[src/rtl/weight_read_sequencer_if.sv]
// Bus bundle for weight_read_sequencer: activation stream in, weight memory
// read port, and the aligned {weight, input} beat stream out to the MAC.
// The master modport is the sequencer side; slave is the surrounding fabric.
interface weight_read_sequencer_if #(
  parameter int unsigned dataWidth    = 16,
  parameter int unsigned addressWidth = 5
);
  logic                    in_valid;
  logic                    in_ready;
  logic [dataWidth-1:0]    in_data;
  logic                    mem_ren;
  logic [addressWidth-1:0] mem_radd;
  logic [dataWidth-1:0]    mem_wout;
  logic                    mac_valid;
  logic [dataWidth-1:0]    mac_weight;
  logic [dataWidth-1:0]    mac_input;
  logic                    mac_last;

  modport master (
    input  in_valid, in_data, mem_wout,
    output in_ready, mem_ren, mem_radd, mac_valid, mac_weight, mac_input, mac_last
  );

  modport slave (
    output in_valid, in_data, mem_wout,
    input  in_ready, mem_ren, mem_radd, mac_valid, mac_weight, mac_input, mac_last
  );
endinterface

[src/rtl/weight_read_sequencer.sv]
// weight_read_sequencer: walks one neuron's weight memory (1-cycle registered
// read) in lockstep with the incoming activation stream and emits aligned
// {weight, input} beats to the MAC, flagging the last beat and pulsing done.
// Optional feature: define WSEQ_STALL_CNT_EN to add a 16-bit saturating
// stall_cnt output counting RUN cycles without an activation beat.
module weight_read_sequencer #(
  parameter int unsigned numWeight    = 30,
  parameter int unsigned addressWidth = $clog2(numWeight),
  parameter int unsigned dataWidth    = 16
) (
  input  logic clk,
  input  logic rst,
  input  logic start,
  output logic busy,
  output logic done,
`ifdef WSEQ_STALL_CNT_EN
  output logic [15:0] stall_cnt,
`endif
  weight_read_sequencer_if.master bus
);

  typedef enum logic [1:0] {StIdle, StRun, StLast, StDone} state_e;

  localparam logic [addressWidth-1:0] LastAddr = addressWidth'(numWeight - 1);

  state_e                  state_q, state_d;
  logic [addressWidth-1:0] addr_q, addr_d;
  logic                    accept;
  logic                    at_last;
  logic                    mac_valid_q;
  logic                    mac_last_q;
  logic                    done_q;
  logic [dataWidth-1:0]    mac_input_q;

  // Handshake and output decode; weight passes straight through because the
  // memory already registers its read data, which lines it up with mac_input.
  always_comb begin
    accept         = bus.in_valid & (state_q == StRun);
    at_last        = (addr_q == LastAddr);
    bus.in_ready   = (state_q == StRun);
    bus.mem_ren    = accept;
    bus.mem_radd   = addr_q;
    bus.mac_valid  = mac_valid_q;
    bus.mac_last   = mac_last_q;
    bus.mac_input  = mac_input_q;
    bus.mac_weight = bus.mem_wout;
    busy           = (state_q != StIdle);
    done           = done_q;
  end

  // Next-state and address counter
  always_comb begin
    state_d = state_q;
    addr_d  = addr_q;
    case (state_q)
      StIdle: begin
        if (start) begin
          state_d = StRun;
          addr_d  = '0;
        end
      end
      StRun: begin
        if (accept) begin
          if (at_last) begin
            state_d = StLast;
            addr_d  = '0;
          end else begin
            addr_d = addr_q + addressWidth'(1);
          end
        end
      end
      StLast:  state_d = StDone;
      StDone:  state_d = StIdle;
      default: state_d = StIdle;
    endcase
  end

  // State and address registers
  always_ff @(posedge clk) begin
    if (rst) begin
      state_q <= StIdle;
      addr_q  <= '0;
    end else begin
      state_q <= state_d;
      addr_q  <= addr_d;
    end
  end

  // MAC beat registers: one cycle behind the accepted read, matching memory latency
  always_ff @(posedge clk) begin
    if (rst) begin
      mac_valid_q <= 1'b0;
      mac_last_q  <= 1'b0;
      mac_input_q <= '0;
      done_q      <= 1'b0;
    end else begin
      mac_valid_q <= accept;
      mac_last_q  <= accept & at_last;
      if (accept) begin
        mac_input_q <= bus.in_data;
      end
      done_q <= (state_d == StDone);
    end
  end

`ifdef WSEQ_STALL_CNT_EN
  logic [15:0] stall_cnt_q;

  // Saturating count of RUN cycles without a beat; held after the run ends
  always_ff @(posedge clk) begin
    if (rst) begin
      stall_cnt_q <= '0;
    end else if ((state_q == StIdle) && start) begin
      stall_cnt_q <= '0;
    end else if ((state_q == StRun) && !bus.in_valid && (stall_cnt_q != 16'hFFFF)) begin
      stall_cnt_q <= stall_cnt_q + 16'd1;
    end
  end

  assign stall_cnt = stall_cnt_q;
`endif

endmodule

[src/flat_wrapper.sv]
// flat-port wrapper written by rule: the top's interface ports become plain ports
module weight_read_sequencer_flat 
#(
  parameter int unsigned numWeight    = 30,
  parameter int unsigned addressWidth = $clog2(numWeight),
  parameter int unsigned dataWidth    = 16
)
  (clk, rst, start, busy, done, bus_in_valid, bus_in_data, bus_mem_wout, bus_in_ready, bus_mem_ren, bus_mem_radd, bus_mac_valid, bus_mac_weight, bus_mac_input, bus_mac_last);
  weight_read_sequencer_if #(.dataWidth(dataWidth), .addressWidth(addressWidth)) bus_i ();
  input  logic clk;
  input  logic rst;
  input  logic start;
  output logic busy;
  output logic done;
  input wire logic [$bits(bus_i.in_valid)-1:0] bus_in_valid;
  input wire logic [$bits(bus_i.in_data)-1:0] bus_in_data;
  input wire logic [$bits(bus_i.mem_wout)-1:0] bus_mem_wout;
  output wire logic [$bits(bus_i.in_ready)-1:0] bus_in_ready;
  output wire logic [$bits(bus_i.mem_ren)-1:0] bus_mem_ren;
  output wire logic [$bits(bus_i.mem_radd)-1:0] bus_mem_radd;
  output wire logic [$bits(bus_i.mac_valid)-1:0] bus_mac_valid;
  output wire logic [$bits(bus_i.mac_weight)-1:0] bus_mac_weight;
  output wire logic [$bits(bus_i.mac_input)-1:0] bus_mac_input;
  output wire logic [$bits(bus_i.mac_last)-1:0] bus_mac_last;
  assign bus_i.in_valid = bus_in_valid;
  assign bus_i.in_data = bus_in_data;
  assign bus_i.mem_wout = bus_mem_wout;
  assign bus_in_ready = bus_i.in_ready;
  assign bus_mem_ren = bus_i.mem_ren;
  assign bus_mem_radd = bus_i.mem_radd;
  assign bus_mac_valid = bus_i.mac_valid;
  assign bus_mac_weight = bus_i.mac_weight;
  assign bus_mac_input = bus_i.mac_input;
  assign bus_mac_last = bus_i.mac_last;
  weight_read_sequencer #(.numWeight(numWeight), .addressWidth(addressWidth), .dataWidth(dataWidth)) u_core (.clk(clk), .rst(rst), .start(start), .busy(busy), .done(done), .bus(bus_i));
endmodule
[config.mk]
export PLATFORM = sky130hd
export DESIGN_NAME = weight_read_sequencer_flat
export DESIGN_NICKNAME = d
export VERILOG_FILES = /design/src/rtl/weight_read_sequencer_if.sv /design/src/rtl/weight_read_sequencer.sv /design/src/flat_wrapper.sv
export SDC_FILE = /design/constraint.sdc
export NUM_CORES = 1
export LEC_CHECK = 0
export ABC_CLOCK_PERIOD_IN_PS = 1250
export CAP_MARGIN = 20
export CORE_ASPECT_RATIO = 0.7
export CORE_MARGIN = 2
export CORE_UTILIZATION = 31
export DETAILED_ROUTE_END_ITERATION = 8
export PLACE_DENSITY = 0.78
export SLEW_MARGIN = 20
export SYNTH_ARGS = -nofsm -noshare
export SYNTH_HDL_FRONTEND = slang
export SYNTH_SLANG_ARGS = --single-unit
[constraint.sdc]
create_clock -name clk -period 1.25 [get_ports clk]
set_input_delay 0.25 -clock clk [delete_from_list [all_inputs] [get_ports clk]]
set_output_delay 0.25 -clock clk [all_outputs]
set_load 0.005 [all_outputs]
==> results.toml, run 1 <==
[grt]
grt_pass1_wl_mm = 4.55
grt_max_degree = 20
grt_overflow_total = 0
track_usage_pct = 13.9
grt_pass1_vias = 984
antenna_found_initial = 0

[sta]
maxSlewViolCount = 0
whs_ps = 453
period_needed_ps = 1290
relSlewSlack_pct = 78.0
fin_skew_ps = 4.42
hold_viol = 0
tightest_slew_ps = 324
rsz0062_at_grt = "true"
fmax_mhz = 775
setup_viol = 4
fin_crit_sh_pct = 103
worst_slack_ps = -41.0

[floorplanning]
die_h_microns = 54.8
io_pins = 79
die_area_sq_um = 4190
die_w_microns = 76.5
start_util_pct = 32.5
fp.coreArea_sq_um = 3510
rows = 18

[yosys]
synth.area.top_cells = "dfxtp_1, buf_4, nand2_1"
synth_nets = 174
synth_area_leader_cell = "dfxtp_1"
synth-main-ff-cell = "dfxtp_1"
synth_common_cells = "nand2_1, dfxtp_1, a21oi_1"
synth_area_sq_um = 1140
avgSynthCellArea_sq_um = 8.39
yosysSeqAreaShare_pct = 45.6
ys_ff_latch = 26
synth_edf_count = 0
yosysTopAreaCellShare_pct = 45.6
async_flop_share_pct = 0
synth_warnings = 0
netlist_instances = 136
synth.distinct_cells = 28
yosysMostFrequentCell = "nand2_1"

[power_and_ir_drop]
ir_worst_vdd_mv = 0.476
p_leak_nw = 0.831
p_per_area_nw_per_um2 = 981

[route]
drtIter0Drc = 31
ant_nets = 0
viasPerCell = 4.49
wl_mm = 2.86
drt-pass1-iter-count = 4
wl_per_cell_microns = 11.9
route.detailed.drc = 0
vias = 1082

[setup_path]
slowest_stage = "dfxtp_2"
cp_slowest_stage_delay_ps = 350
critPathLaunchType = "register"
cp.required_ps = 1430
critical_path.cell_chain = "buf_6, inv_4, ha_4, nand4_1, buf_4, nand4b_1, a31oi_1"
end_kind = "register"
critPathArrivalTime_ps = 1470
crit_fanout = 5
critPathKind = "register to register"

[run]
cap_viol_max_count = 0

[clocking]
path_clk_slew_ps = 80
ctsRootBufferMaster = "clkbuf_8"
cts_max_level = 1
cts.sinks = 26
clock_latency_ps = 260
cts_tree = "yes"
cts_buffer_depth = 2
cts_made_buffers = 3

[place]
port_buffers = 46
hpwl_mm = 1.94
dp_cells = 225
gp_congestion = 0.786

[final_layout]
fin_cells = 241
drive_gt1_share_pct = 34.0
nNetsFinal = 230
utilization_pct = 52.6
area_growth_pct = 62.0
antennaDiodeCount = 0

[run_status]
violations = "setup timing"
status = "finished with violations"

[min_path]
hold_class = "register to register"
## cell usage in the layout, fill, tap and decap left out, drive strengths merged, types with 5 or more instances in the layout
cell,synthesis,final
nand2,32,32
buf,21,32
dfxtp,26,26
dlygate4sd2,0,24
a21oi,18,18
clkdlybuf4s50,0,18
o21ai,5,5
## per-stage QoR
| stage | TNS, ps | instance area [sq um] | setup WS [ps] | power (mW) |
|---|---|---|---|---|
| global placement | -6110 | 1620 | -469 | 1.14 |
| global route | -626 | 1850 | -96.4 | 1.90 |
| finish | -89.9 | 1850 | -41.0 | 1.81 |
| CTS | -36.6 | 1830 | -28.9 | 1.83 |
| detailed placement | -6510 | 1620 | -460 | 1.14 |
| floorplan | 0 | 1140 | 9.21 | 1.02 |
## logic make-up (layout without fill, tap and decap cells)
kind of cell | Yosys count | in the layout | synth area share (%)
adders and majority gates | 2 | 2 | 2.19
DFF | 26 | 26 | 45.6
AOI/OAI and AO/OA | 28 | 28 | 13.3
buffers and inverters | 27 | 82 | 15.8
muxes | 1 | 1 | 0.877
and+or+nand+nor | 52 | 52 | 22.3
## report_power, final
group	total (mW)	switching (mW)	internal [mW]
Sequential	0.869	0.0158	0.853
Clock	0.680	0.252	0.428
Combinational	0.265	0.104	0.160
## layer usage
metal / vias up / global-route usage (%) / share of wire [%]
met3: 2 / 5.78 / 11
li1: 550 / - / -
met1: 487 / 17.9 / 47
met2: 43 / 22.9 / 42
met4: 0 / 1.21 / 0.14
met5: - / 0 / 0
## state kept, by name, summed over array words and instances, names as in the netlist
register              count
u_core.bus.mac_last       1
u_core.bus.mac_input     16
u_core.bus.mem_radd       5
u_core.state_q            2
u_core.done               1
u_core.bus.mac_valid      1
## critical path: cells and delay by family, from the launching register on
| family | cells | cell delay (ps) |
|---|---|---|
| buf+inv | 3 | 290 |
| simple gates | 2 | 230 |
| flops | 1 | 350 |
| fa+ha+maj | 1 | 140 |
| compound gates | 1 | 190 |
## repair_timing
action	in CTS	in global routing
endpoints found under the setup margin	32	13
gates resized for setup	77	3
pin swaps	7	4
buffers inserted	11	1
hold buffers	0	0
## area by class of cell
class	count	area, sq um
fill	340	1670
timing repair buffer	75	664
sequential	26	552
multi-input combinational	83	484
tap	50	62.6
clock buffer	3	41.3
clock inverter	1	30.0
inverter	3	13.8
## final timing paths
path                                           end  slack (ps)                                  start  cells after the start
max            u_core.bus.mem_radd[2]$_SDFFE_PP0P_         -40    u_core.bus.mem_radd[1]$_SDFFE_PP0P_                      7
min reg2reg  u_core.bus.mac_input[15]$_SDFFE_PP0N_         450  u_core.bus.mac_input[15]$_SDFFE_PP0N_                      2
max reg2reg    u_core.bus.mem_radd[2]$_SDFFE_PP0P_         -40    u_core.bus.mem_radd[1]$_SDFFE_PP0P_                      7
min          u_core.bus.mac_input[15]$_SDFFE_PP0N_         450  u_core.bus.mac_input[15]$_SDFFE_PP0N_                      2
Power figures use the tool's default switching activity.
==> run 2: changes to the inputs <==
--- a/config.mk
+++ b/config.mk
@@ -5,11 +5,12 @@
 export SDC_FILE = /design/constraint.sdc
 export NUM_CORES = 1
 export LEC_CHECK = 0
+export ABC_AREA = 1
 export ABC_CLOCK_PERIOD_IN_PS = 1250
 export CAP_MARGIN = 20
 export CORE_ASPECT_RATIO = 0.7
 export CORE_MARGIN = 2
-export CORE_UTILIZATION = 31
+export CORE_UTILIZATION = 32
 export DETAILED_ROUTE_END_ITERATION = 8
 export PLACE_DENSITY = 0.78
 export SLEW_MARGIN = 20
==> run 2 against run 1 <==
Effect of this change: the run still ends with setup timing left; cell area is 3.5% higher; clock skew is 1.0 ps higher; power is 2.2% lower; critical endpoint is now bus_mem_ren; area after synthesis is 8.1% higher; critical path depth is 3 lower.
==> results.toml, run 2 <==
[run_status]
status = "finished with violations"
violations = "setup timing"

[yosys]
yosysTopAreaCellShare_pct = 42.2
synth_mux_area_share_pct = 0
synth_top_family_by_area = "simple AND/OR/NAND/NOR gates"
synth_warnings = 0
synth_edf_count = 0
synth_common_cells = "nand2_1, dfxtp_1, buf_4"
synth_area_leader_cell = "dfxtp_1"
synth.distinct_cells = 22
avgSynthCellArea_sq_um = 7.96
netlist_instances = 155
synthXorXnorAreaFrac_pct = 0
yosysMostFrequentCell = "nand2_1"
synth.area.top_cells = "dfxtp_1, nand2_1, buf_4"
synth_compound_area_share_pct = 12.2
synthSimpleGateAreaFrac_pct = 26.7
synth_area_sq_um = 1230
synthAdderAreaFrac_pct = 2.03
yosysSeqAreaShare_pct = 42.2
ys_ff_latch = 26
async_flop_share_pct = 0
synth-main-ff-cell = "dfxtp_1"
synth_nets = 193

[place]
dp_cells = 240
gp_congestion = 0.780
hpwl_mm = 2.01
port_buffers = 46
place_ws_ps = -471

[final_layout]
largest_register_ff_count = 16
nNetsFinal = 247
mostFrequentLayoutCell = "nand2_1"
area_growth_pct = 55.0
drive_gt1_share_pct = 40.4
fin_cells = 258
antennaDiodeCount = 0
final_cell_mix = "nand2_1, dlygate4sd2_1, buf_4"

[clocking]
cts.sinks = 26
cts_max_level = 1
path_clk_slew_ps = 90
cts_made_buffers = 3
cts_buffer_depth = 2
hold_buffers = 0
ctsRootBufferMaster = "clkbuf_8"
cts_tree = "yes"
clock_latency_ps = 270

[grt]
track_usage_pct = 14.8
grt_overflow_total = 0
grt_pass1_wl_mm = 5.16
grt_pass1_vias = 1228
grt_max_degree = 19
antenna_found_initial = 0

[route]
wl_per_cell_microns = 11.6
vias = 1142
drtIter0Drc = 36
viasPerCell = 4.43
wl_mm = 3.00
drt-pass1-iter-count = 4
route.detailed.drc = 0
ant_nets = 0

[setup_path]
cp.required_ps = 1000
critPathLaunchType = "register"
crit_start = "u_core.state_q[0]$_SDFF_PP0_"
worstReg2RegEnd = "u_core.state_q[1]$_SDFF_PP0_"
cp_slowest_stage_delay_ps = 360
crit_fanout = 3
end_kind = "output pin"
critPathArrivalTime_ps = 1020
critPathKind = "register to output pin"
rr_worst_depth = 7
slowest_stage = "dfxtp_4"
reg2reg_from = "u_core.state_q[1]$_SDFF_PP0_"
critical_path.cell_chain = "buf_4, nand3_4, inv_6, buf_6"
r2r_slack_ps = 40

[sta]
maxSlewViolCount = 0
whs_ps = 462
hold_viol = 0
tightest_slew_ps = 222
rsz0062_at_grt = "true"
worst_slack_ps = -16.5
fin_crit_sh_pct = 101
fmax_mhz = 790
fin_skew_ps = 5.45
relSlewSlack_pct = 85.2
finalSetupTns_ps = -16.5
period_needed_ps = 1270
setup_viol = 1

[min_path]
hold_class = "register to register"
hold_path.startpoint = "u_core.bus.mac_input[4]$_SDFFE_PP0N_"
hold_path_depth = 2
min_to = "u_core.bus.mac_input[4]$_SDFFE_PP0N_"

[floorplanning]
start_util_pct = 34.2
rows = 18
die_area_sq_um = 4380
fp.coreArea_sq_um = 3600
die_h_microns = 56.0
io_pins = 79
die_w_microns = 78.2

[power_and_ir_drop]
p_total_mw = 1.77
p_leak_nw = 0.854
p_per_area_nw_per_um2 = 928
ir_worst_vdd_mv = 0.461

[run]
cap_viol_max_count = 0
==> run 2: cell count changes in the layout (fill, tap and decap cells not counted), sizes merged, moves of 3 or more <==
cell and delta:
buf -4, nand3b -3, nand3 +5, nand2 +21, a21oi +3, o21ai -4
nor2 +4, inv +9
==> run 2: cell type report <==
class	count	area, sq um
Fill cell	373	1690
Timing Repair Buffer	70	632
Multi-Input combinational cell	96	562
Sequential cell	26	551
Tap cell	50	62.6
Clock buffer	4	55.1
Inverter	12	50.0
==> run 2: through the flow <==
step / util, % / cell area (sq um)
floorplan: - / 1230
detailed placement: 46.4 / 1670
finish: 53.1 / 1910
global route: 53.1 / 1910
global placement: 46.4 / 1670
CTS: 51.2 / 1850
==> run 2: cells by family after synthesis <==
| group | after synthesis |
|---|---|
| compound gates | 23 |
| fa+ha+maj | 2 |
| buf+inv | 33 |
| flops | 26 |
| simple gates | 71 |
==> run 2: how the worst max path moves through the flow <==
stage | to | depth (start not counted) | slack [ps]
floorplan | u_core.bus.mem_radd[2]$_SDFFE_PP0P_ | 9 | 110
global placement | bus_mem_ren | 4 | -470
detailed placement | bus_mem_ren | 4 | -470
CTS | bus_mem_ren | 5 | -20
global route | bus_mem_ren | 5 | -60
finish | bus_mem_ren | 4 | -20
==> run 2: power by group <==
group          total (mW)  switching [mW]  leakage [nW]  internal, mW
clock network       0.543           0.261        0.0288         0.282
registers           0.885          0.0227         0.220         0.862
logic               0.345           0.157         0.604         0.188
==> run 2: worst max-delay path: cells and delay by family, from the launching register on <==
family | cells | cell delay, ps
DFF | 1 | 360
buffers and inverters | 3 | 270
and+or+nand+nor | 1 | 110
==> run 2: timing repair <==
item                                    4_1_cts  5_1_grt
setup buffers                                13        4
pin swaps                                     5        7
gates resized for setup                      67       12
gates cloned                                  0        0
endpoints found under the setup margin       32       15
==> run 2: routing by layer <==
metal  up-vias  GRT usage [%]  share of wire (%)
met5         -              0                  0
met4         0           6.77                1.8
met3         7           5.68                7.4
met2        37           25.5                 49
met1       517           16.1                 42
li1        581              -                  -
==> run 3: changes to the inputs <==
--- a/config.mk
+++ b/config.mk
@@ -10,9 +10,10 @@
 export CAP_MARGIN = 20
 export CORE_ASPECT_RATIO = 0.7
 export CORE_MARGIN = 2
-export CORE_UTILIZATION = 32
+export CORE_UTILIZATION = 34
+export CTS_BUF_LIST = sky130_fd_sc_hd__clkbuf_8
 export DETAILED_ROUTE_END_ITERATION = 8
-export PLACE_DENSITY = 0.78
+export PLACE_DENSITY = 0.82
 export SLEW_MARGIN = 20
 export SYNTH_ARGS = -nofsm -noshare
 export SYNTH_HDL_FRONTEND = slang
==> run 3 against run 2 <==
Effect of this change: the run now ends clean; worst setup slack gained 57 ps; sequential power is essentially flat; critical path depth is the same; sequential share of layout area grew 1.9 points; non-clock buffer count shrank 10; core utilization shrank 2.0 points; cell area shrank 6.8%; global-route usage shrank 1.6 points; die area shrank 5.5%; worst hold slack gained 2.6 ps; flip-flop and latch count is the same; maximum frequency grew 4.7%; highest routed layer unchanged.
==> results.toml, run 3 (same netlist as run 2, synthesis figures left out) <==
[sta]
tightest_slew_ps = 228
fin_skew_ps = 3.00
fin_crit_sh_pct = 96.7
fmax_mhz = 827
maxSlewViolCount = 0
period_needed_ps = 1210
relSlewSlack_pct = 84.8
setup_viol = 0
rsz0062_at_grt = "true"
hold_viol = 0
finalSetupTns_ps = 0

[route]
drt-pass1-iter-count = 4
viasPerCell = 4.30
vias = 1066
ant_nets = 0
route.detailed.drc = 0
wl_mm = 2.60
drtIter0Drc = 32
wl_per_cell_microns = 10.5

[final_layout]
area_growth_pct = 44.4
multi_input_comb_area_sq_um = 527
nNetsFinal = 237
nFillCells = 345
final_area_sq_um = 1780
drive_gt1_share_pct = 34.3
utilization_pct = 51.0
antennaDiodeCount = 0
largest_register_ff_count = 16
final_cell_mix = "nand2_1, dlygate4sd2_1, clkdlybuf4s50_1"
area.sequential_sq_um = 547
mostFrequentLayoutCell = "nand2_1"

[floorplanning]
io_pins = 79
die_h_microns = 54.4
die_area_sq_um = 4130
die_w_microns = 76.0
fp.coreArea_sq_um = 3490
start_util_pct = 35.3
rows = 18

[grt]
grt_pass1_wl_mm = 4.32
track_usage_pct = 13.2
grt_overflow_total = 0
grt_max_degree = 19
grt_pass1_vias = 1016
antenna_found_initial = 0

[power_and_ir_drop]
p_per_area_nw_per_um2 = 963
p_leak_nw = 0.793
p_total_mw = 1.72
pwr-share-comb_pct = 17.3
p_seq_share_pct = 51.5
switching_share_pct = 24.3
switchingPower_uw = 417
intPower_mw = 1.30
ir_worst_vdd_mv = 0.542
p_clk_share_pct = 31.2

[setup_path]
critPathKind = "register to output pin"
critPathBufInv = 3
rr_worst_depth = 6
path_delay_family = "flip-flops"
r2r_slack_ps = 100
reg2reg_from = "u_core.state_q[0]$_SDFF_PP0_"
critical_path.cell_chain = "buf_6, nand3_4, clkinv_4, buf_6"
slowest_stage = "dfxtp_2"
end_kind = "output pin"
cp_slowest_stage_delay_ps = 340
crit_fanout = 2
cp.required_ps = 1000
critPathArrivalTime_ps = 960
crit_top_cell = "buf_6"
critPathLaunchType = "register"
worstReg2RegEnd = "u_core.state_q[1]$_SDFF_PP0_"

[clocking]
cts_buffer_depth = 2
cts_max_level = 1
cts_made_buffers = 3
path_clk_slew_ps = 90
clock_latency_ps = 270
cts_tree = "yes"
ctsRootBufferMaster = "clkbuf_8"
cts.sinks = 26

[min_path]
hold_class = "register to register"
hold_path.startpoint = "u_core.bus.mac_input[14]$_SDFFE_PP0N_"
min_to = "u_core.bus.mac_input[14]$_SDFFE_PP0N_"
hold_path_depth = 2

[run]
cap_viol_max_count = 0

[run_status]
status = "finished, final reports clean"

[place]
hpwl_mm = 1.90
port_buffers = 46
gp_congestion = 0.842
place_area_sq_um = 1670
==> run 3: worst max-delay path by stage <==
stage,endpoint,cells after the start,from
4_1_cts,busy,3,u_core.state_q[1]$_SDFF_PP0_
6_report,bus_mem_ren,4,u_core.state_q[0]$_SDFF_PP0_
5_1_grt,u_core.bus.mem_radd[1]$_SDFFE_PP0P_,7,u_core.bus.mem_radd[1]$_SDFFE_PP0P_
3_5_place_dp,bus_mem_ren,4,bus_in_valid
3_3_place_gp,bus_mem_ren,4,bus_in_valid
2_1_floorplan,u_core.bus.mem_radd[2]$_SDFFE_PP0P_,9,u_core.bus.mem_radd[1]$_SDFFE_PP0P_
==> run 3: routing by layer <==
layer,up-vias,track usage [%],wire [microns]
met5,-,0,0
met4,0,3.03,19
met3,2,3.80,158
met2,28,24.7,1190
met1,476,15.5,1230
li1,560,-,-
==> run 3: metrics by stage <==
stage	hold slack [ps]	setup slack, ps	std cells
final	465	40.9	248
after floorplan	386	112	155
after global routing	489	-5.72	248
after detailed placement	459	-464	239
after CTS	470	2.66	249
after global placement	450	-451	239
==> run 3: layout make-up <==
class / count / share of cell area [%]
Multi-Input combinational cell: 96 / 29.6
Sequential cell: 26 / 30.7
Timing Repair Buffer: 60 / 30.2
Tap cell: 50 / 3.51
Inverter: 12 / 2.95
Clock buffer: 4 / 3.09
==> run 3: tightest hold or removal path, stage by stage (launching register included) <==
cell,delay [ps]
dfxtp_2,330
nand2_1,50
a21oi_1,50
==> run 3: power by group through the flow <==
stage | combinational, mW | sequential (mW) | clock [mW]
6_report | 0.297 | 0.884 | 0.535
2_1_floorplan | 0.180 | 0.903 | 0
3_5_place_dp | 0.309 | 0.903 | 0
3_3_place_gp | 0.306 | 0.903 | 0
4_1_cts | 0.294 | 0.885 | 0.557
5_1_grt | 0.332 | 0.890 | 0.578
==> run 3: timing repair <==
action | CTS | global route
hold buffers | 0 | 0
gates resized for setup | 59 | 8
setup buffers | 7 | 0
setup endpoints to repair | 33 | 9
pin swaps | 5 | 4
